[config.mk]
export PLATFORM = sky130hd
export DESIGN_NAME = spi_controller
export DESIGN_NICKNAME = d
export VERILOG_FILES = /design/src/rtl/spi_pkg.sv /design/src/rtl/spi_clk_div.sv /design/src/rtl/spi_controller.sv
export SDC_FILE = /design/constraint.sdc
export NUM_CORES = 1
export LEC_CHECK = 0
export CORE_ASPECT_RATIO = 1.5
export CORE_MARGIN = 4
export CORE_UTILIZATION = 30
export CTS_CLUSTER_SIZE = 14
export DETAILED_ROUTE_END_ITERATION = 7
export PLACE_DENSITY = 0.5
export SLEW_MARGIN = 10
export SYNTH_ARGS = -nofsm -noshare
export SYNTH_HDL_FRONTEND = slang
export SYNTH_HIERARCHICAL = 1
export SYNTH_SLANG_ARGS = --single-unit
[constraint.sdc]
create_clock -name clk -period 3.07 [get_ports clk]
set_input_delay 0.614 -clock clk [delete_from_list [all_inputs] [get_ports clk]]
set_output_delay 0.614 -clock clk [all_outputs]
set_load 0.005 [all_outputs]
[src/rtl/spi_pkg.sv]
// Shared SPI write-frame definitions: frame layout, FSM states and peripheral register map.
package spi_pkg;
  localparam int FRAME_BITS = 16;
  localparam logic WRITE_BIT = 1'b1;

  localparam logic [6:0] EN_OUT_7_0  = 7'h00;
  localparam logic [6:0] EN_OUT_15_8 = 7'h01;
  localparam logic [6:0] EN_PWM_7_0  = 7'h02;
  localparam logic [6:0] EN_PWM_15_8 = 7'h03;
  localparam logic [6:0] PWM_DUTY    = 7'h04;

  typedef enum logic [2:0] {IDLE, SETUP, SHIFT_HI, SHIFT_LO, GAP} state_t;

  function automatic logic [FRAME_BITS-1:0] make_frame(input logic [6:0] addr, input logic [7:0] data);
    return {WRITE_BIT, addr, data};
  endfunction
endpackage

[src/rtl/spi_clk_div.sv]
// Half-period timer: load restarts a CLK_DIV-cycle interval, tick marks its last cycle.
module spi_clk_div #(
  parameter int CLK_DIV = 4
) (
  input  logic clk,
  input  logic rst_n,
  input  logic load,
  output logic tick
);
  logic [7:0] cnt;

  always_ff @(posedge clk) begin
    if (!rst_n)          cnt <= '0;
    else if (load)       cnt <= 8'(CLK_DIV - 1);
    else if (cnt != '0)  cnt <= cnt - 8'd1;
  end

  assign tick = (cnt == '0);
endmodule

[src/rtl/spi_controller.sv]
// Write-only SPI mode-0 controller: one 16-bit frame per accepted command, then an nCS gap.
module spi_controller
  import spi_pkg::*;
#(
  parameter int CLK_DIV    = 4,
  parameter int GAP_CYCLES = 8
) (
  input  logic       clk,
  input  logic       rst_n,
  input  logic       cmd_valid,
  output logic       cmd_ready,
  input  logic [6:0] cmd_addr,
  input  logic [7:0] cmd_data,
  output logic       sclk,
  output logic       ncs,
  output logic       copi,
  output logic       busy,
  output logic       done
);
  if (CLK_DIV < 4 || CLK_DIV > 255) begin : g_bad_clk_div
    $error("spi_controller: CLK_DIV must be 4..255");
  end
  if (GAP_CYCLES < 1 || GAP_CYCLES > 255) begin : g_bad_gap
    $error("spi_controller: GAP_CYCLES must be 1..255");
  end

  state_t                state;
  logic [FRAME_BITS-1:0] frame, shreg;
  logic [3:0]            bit_cnt;
  logic                  last;
  logic [7:0]            gap_cnt;
  logic                  tick, load, accept;

  assign frame     = make_frame(cmd_addr, cmd_data);
  assign cmd_ready = rst_n && (state == IDLE);
  assign accept    = cmd_valid && cmd_ready;
  // Every state change restarts the half-period timer.
  assign load = accept
             || (tick && (state == SETUP || state == SHIFT_HI || state == SHIFT_LO))
             || (state == GAP && gap_cnt == '0);

  spi_clk_div #(.CLK_DIV(CLK_DIV)) u_div (
    .clk   (clk),
    .rst_n (rst_n),
    .load  (load),
    .tick  (tick)
  );

  always_ff @(posedge clk) begin
    if (!rst_n) begin
      state   <= IDLE;
      ncs     <= 1'b1;
      sclk    <= 1'b0;
      copi    <= 1'b0;
      busy    <= 1'b0;
      done    <= 1'b0;
      shreg   <= '0;
      bit_cnt <= '0;
      last    <= 1'b0;
      gap_cnt <= '0;
    end else begin
      done <= 1'b0;
      case (state)
        IDLE: if (accept) begin
          // shreg holds the bits still to be sent, next one at the MSB
          copi    <= frame[FRAME_BITS-1];
          shreg   <= {frame[FRAME_BITS-2:0], 1'b0};
          ncs     <= 1'b0;
          busy    <= 1'b1;
          bit_cnt <= '0;
          last    <= 1'b0;
          state   <= SETUP;
        end
        SETUP: if (tick) begin
          sclk  <= 1'b1;
          state <= SHIFT_HI;
        end
        SHIFT_HI: if (tick) begin
          sclk    <= 1'b0;
          bit_cnt <= bit_cnt + 4'd1;
          state   <= SHIFT_LO;
          if (bit_cnt == 4'(FRAME_BITS - 1)) begin
            last <= 1'b1;
            copi <= 1'b0;
          end else begin
            copi  <= shreg[FRAME_BITS-1];
            shreg <= {shreg[FRAME_BITS-2:0], 1'b0};
          end
        end
        SHIFT_LO: if (tick) begin
          if (last) begin
            ncs     <= 1'b1;
            done    <= 1'b1;
            gap_cnt <= 8'(GAP_CYCLES - 1);
            state   <= GAP;
          end else begin
            sclk  <= 1'b1;
            state <= SHIFT_HI;
          end
        end
        GAP: begin
          if (gap_cnt == '0) begin
            busy  <= 1'b0;
            state <= IDLE;
          end else begin
            gap_cnt <= gap_cnt - 8'd1;
          end
        end
        default: state <= IDLE;
      endcase
    end
  end
endmodule

==> summary.txt <==
Outcome
  – Status: completed

Synthesis
  – Register area share after synthesis: 41.8%
  – Mapped Cells: 231
  – Syn Area/Cell: 9.13 um2
  – EDFF count, synth: 0
  – Most common cell in the synthesized netlist: dfxtp_1
  – Yosys warnings: 6
  – Synth area leader: dfxtp_1
  – Post-synth ARST share: 0%
  – Share of the synthesized area in the top cell type: 41.8%
  – Synth cell count leaders: dfxtp_1, nor2_1, a211oi_1
  – Ys flop type: dfxtp_1
  – Synth cell types: 50
  – Post-Syn Nets: 253
  – Synth area leaders: dfxtp_1, a211oi_1, mux2i_1
  – Yosys reg bits: 44
  – Mapped Area: 0.00211 mm2

Layout
  – Fin cells: 333
  – Layout area overhead: 19.6%
  – Final Util: 36.8%
  – Share of cells above drive strength 1: 9.41%
  – Multi-input logic area: 0.00111 mm2
  – Layout fillers: 721
  – Final nets: 276
  – Ant. Diodes: 0
  – Register Area: 881 um2

CTS
  – Post-CTS Repair Setup Buffers: 0
  – Worst-case clock buffer depth: 2
  – CTS tree: done
  – Clk slew on worst S/H paths: 0.09 ns
  – Post_cts resized: 0
  – Clock buffer count from CTS: 5
  – Clock Sinks: 44
  – Root buf cell: clkbuf_8
  – Clk Latency, worst-skew pair: 0.30 ns
  – Hold-fix buffers at CTS: 0
  – H-tree depth: 2

Worst hold path
  – Worst hold path class: register to register
  – HP Start: gap_cnt[0]$_SDFFE_PN0P_
  – Hold Path Depth: 1
  – Min-Delay Endpoint: gap_cnt[0]$_SDFFE_PN0P_

Setup path
  – Critical setup path kind: register to register
  – Worst r2r dst: u_div/cnt[4]$_SDFFE_PP0N_
  – CP Capture Type: register
  – Data required time of the worst path: 3.25 ns
  – Reg2reg start: u_div/cnt[0]$_SDFFE_PN0P_
  – Type of origin of the critical path: register
  – R2R setup slack: 0.30 ns
  – Highest net fanout along the worst path: 8
  – Reg2Reg Depth: 11
  – Crit path arrival time: 2.95 ns

Timing
  – RSZ-0062 raised after global routing: false
  – Final hold violations: 0
  – Setup violations, final: 0
  – Final Cycle Share: 90.1%
  – WHS: 0.474 ns
  – Skew final: 0.0104 ns
  – Max transition margin: 52.9%
  – Fmax: 362 MHz
  – Fin crit period: 2.77 ns
  – Fin. max-slew vios: 0
  – Fin Setup TNS: 0 ns
  – Worst-margin pin slew: 0.706 ns

Drt
  – Drt via density: 5.07
  – DRT Wirelength: 4200 um
  – Detailed Routing Iterations Pass 1: 4
  – Initial drt markers: 46
  – Post-DRT Antenna Nets: 0
  – Routed vias: 1689
  – WL/cell: 12.6 um
  – DRC viols: 0

Floorplanning
  – Ports: 24
  – Initial core utilization: 30.8%
  – Die area: 0.00846 mm2
  – Core Region: 0.00685 mm2
  – Die width: 76.5 um
  – Die Y: 111 um
  – Row cnt: 37

Pwr
  – Worst vdd ir: 304 uV
  – Leakage power: 0.000887 uW
  – P per Cell Area: 727 mW/mm2

Placement
  – IO Port Bufs: 23
  – GPL Wtd Cong: 0.789
  – HPWL Detailed: 3070 um
  – Placed cells: 325

Run
  – Max cap viols: 0

GRT
  – GRT Overall Usage: 10.5%
  – Congestion Overflow GR: 0
  – Vias in the first global route: 1638
  – Largest net degree at the start of global routing: 30
  – Initial antenna violation count: 0
  – First-pass GRT wire length: 7400 um
metrics by stage:
stage,cell area (um2),setup WS (ns),total power (uW)
floorplan,2110,0.569,1250
global placement,2410,0.373,1400
detailed placement,2410,0.302,1400
CTS,2520,0.277,1870
global route,2520,0.0132,1980
finish,2520,0.304,1830
worst max-delay path: stages, from the launching register on:
cell,delay (ns)
dfxtp_1,0.36
inv_1,0.09
ha_1,0.24
or3b_2,0.52
or2_1,0.26
inv_1,0.19
nor2b_1,0.16
a31oi_1,0.05
o22ai_1,0.31
nand2b_1,0.23
o21bai_1,0.18
nor2_1,0.07
power by group:
group	switching (uW)	internal, uW
sequential	103	672
clock	205	245
combinational	306	301
total	614	1220
sequential cells by signal, indices dropped and copies added (netlist names):
name,flops
bit_cnt,4
busy,1
copi,1
done,1
gap_cnt,8
last,1
ncs,1
sclk,1
shreg,15
state,3
u_div/cnt,8
cell families after synthesis:
family / count (synthesis) / share of synthesized area, %
AOI/OAI and AO/OA: 55 / 17.4
muxes: 15 / 7.12
buffers and inverters: 23 / 5.58
xor gates and xnor gates: 5 / 2.08
adders and majority gates: 4 / 2.37
DFF: 44 / 41.8
and+or+nand+nor: 85 / 23.7
routing by layer:
metal	vias up	GRT usage, %	wire length [um]
li1	889	-	-
met1	765	11.6	1830
met2	29	19.1	2120
met3	6	2.68	178
met4	0	3.63	65
met5	-	0	0
cells in the final DEF, fill, tap and decap left out, drive strengths merged, types with 4 or more instances in the layout:
| cell type | n |
|---|---|
| o21ai | 7 |
| nand2 | 5 |
| dfxtp | 44 |
| nand3 | 6 |
| inv | 13 |
| clkbuf | 5 |
| buf | 4 |
| ha | 4 |
| a211oi | 20 |
| nand2b | 5 |
| clkdlybuf4s50 | 23 |
| a21oi | 14 |
| nor3 | 5 |
| or4 | 6 |
| nor2 | 32 |
| mux2i | 15 |
worst max-delay path by stage:
stage / depth (start not counted) / to / slack (ns) / startpoint
finish: 11 / u_div/cnt[4]$_SDFFE_PP0N_ / 0.30 / u_div/cnt[0]$_SDFFE_PN0P_
global route: 11 / u_div/cnt[4]$_SDFFE_PP0N_ / 0.01 / u_div/cnt[0]$_SDFFE_PN0P_
CTS: 11 / u_div/cnt[2]$_SDFFE_PP0N_ / 0.28 / u_div/cnt[0]$_SDFFE_PN0P_
detailed placement: 11 / u_div/cnt[2]$_SDFFE_PP0N_ / 0.30 / u_div/cnt[0]$_SDFFE_PN0P_
global placement: 11 / u_div/cnt[3]$_SDFFE_PP0N_ / 0.37 / u_div/cnt[0]$_SDFFE_PN0P_
floorplan: 9 / bit_cnt[0]$_SDFFE_PN0P_ / 0.57 / u_div/cnt[0]$_SDFFE_PN0P_
layout make-up:
type / count / share of cell area (%)
flip-flops and latches: 44 / 34.9
repair buffers: 27 / 10.8
inverters: 12 / 1.79
clock inverters: 3 / 1.84
clock buffers: 5 / 2.73
well taps: 78 / 3.87
multi-input cells: 164 / 44.0
Power figures use the tool's default switching activity.
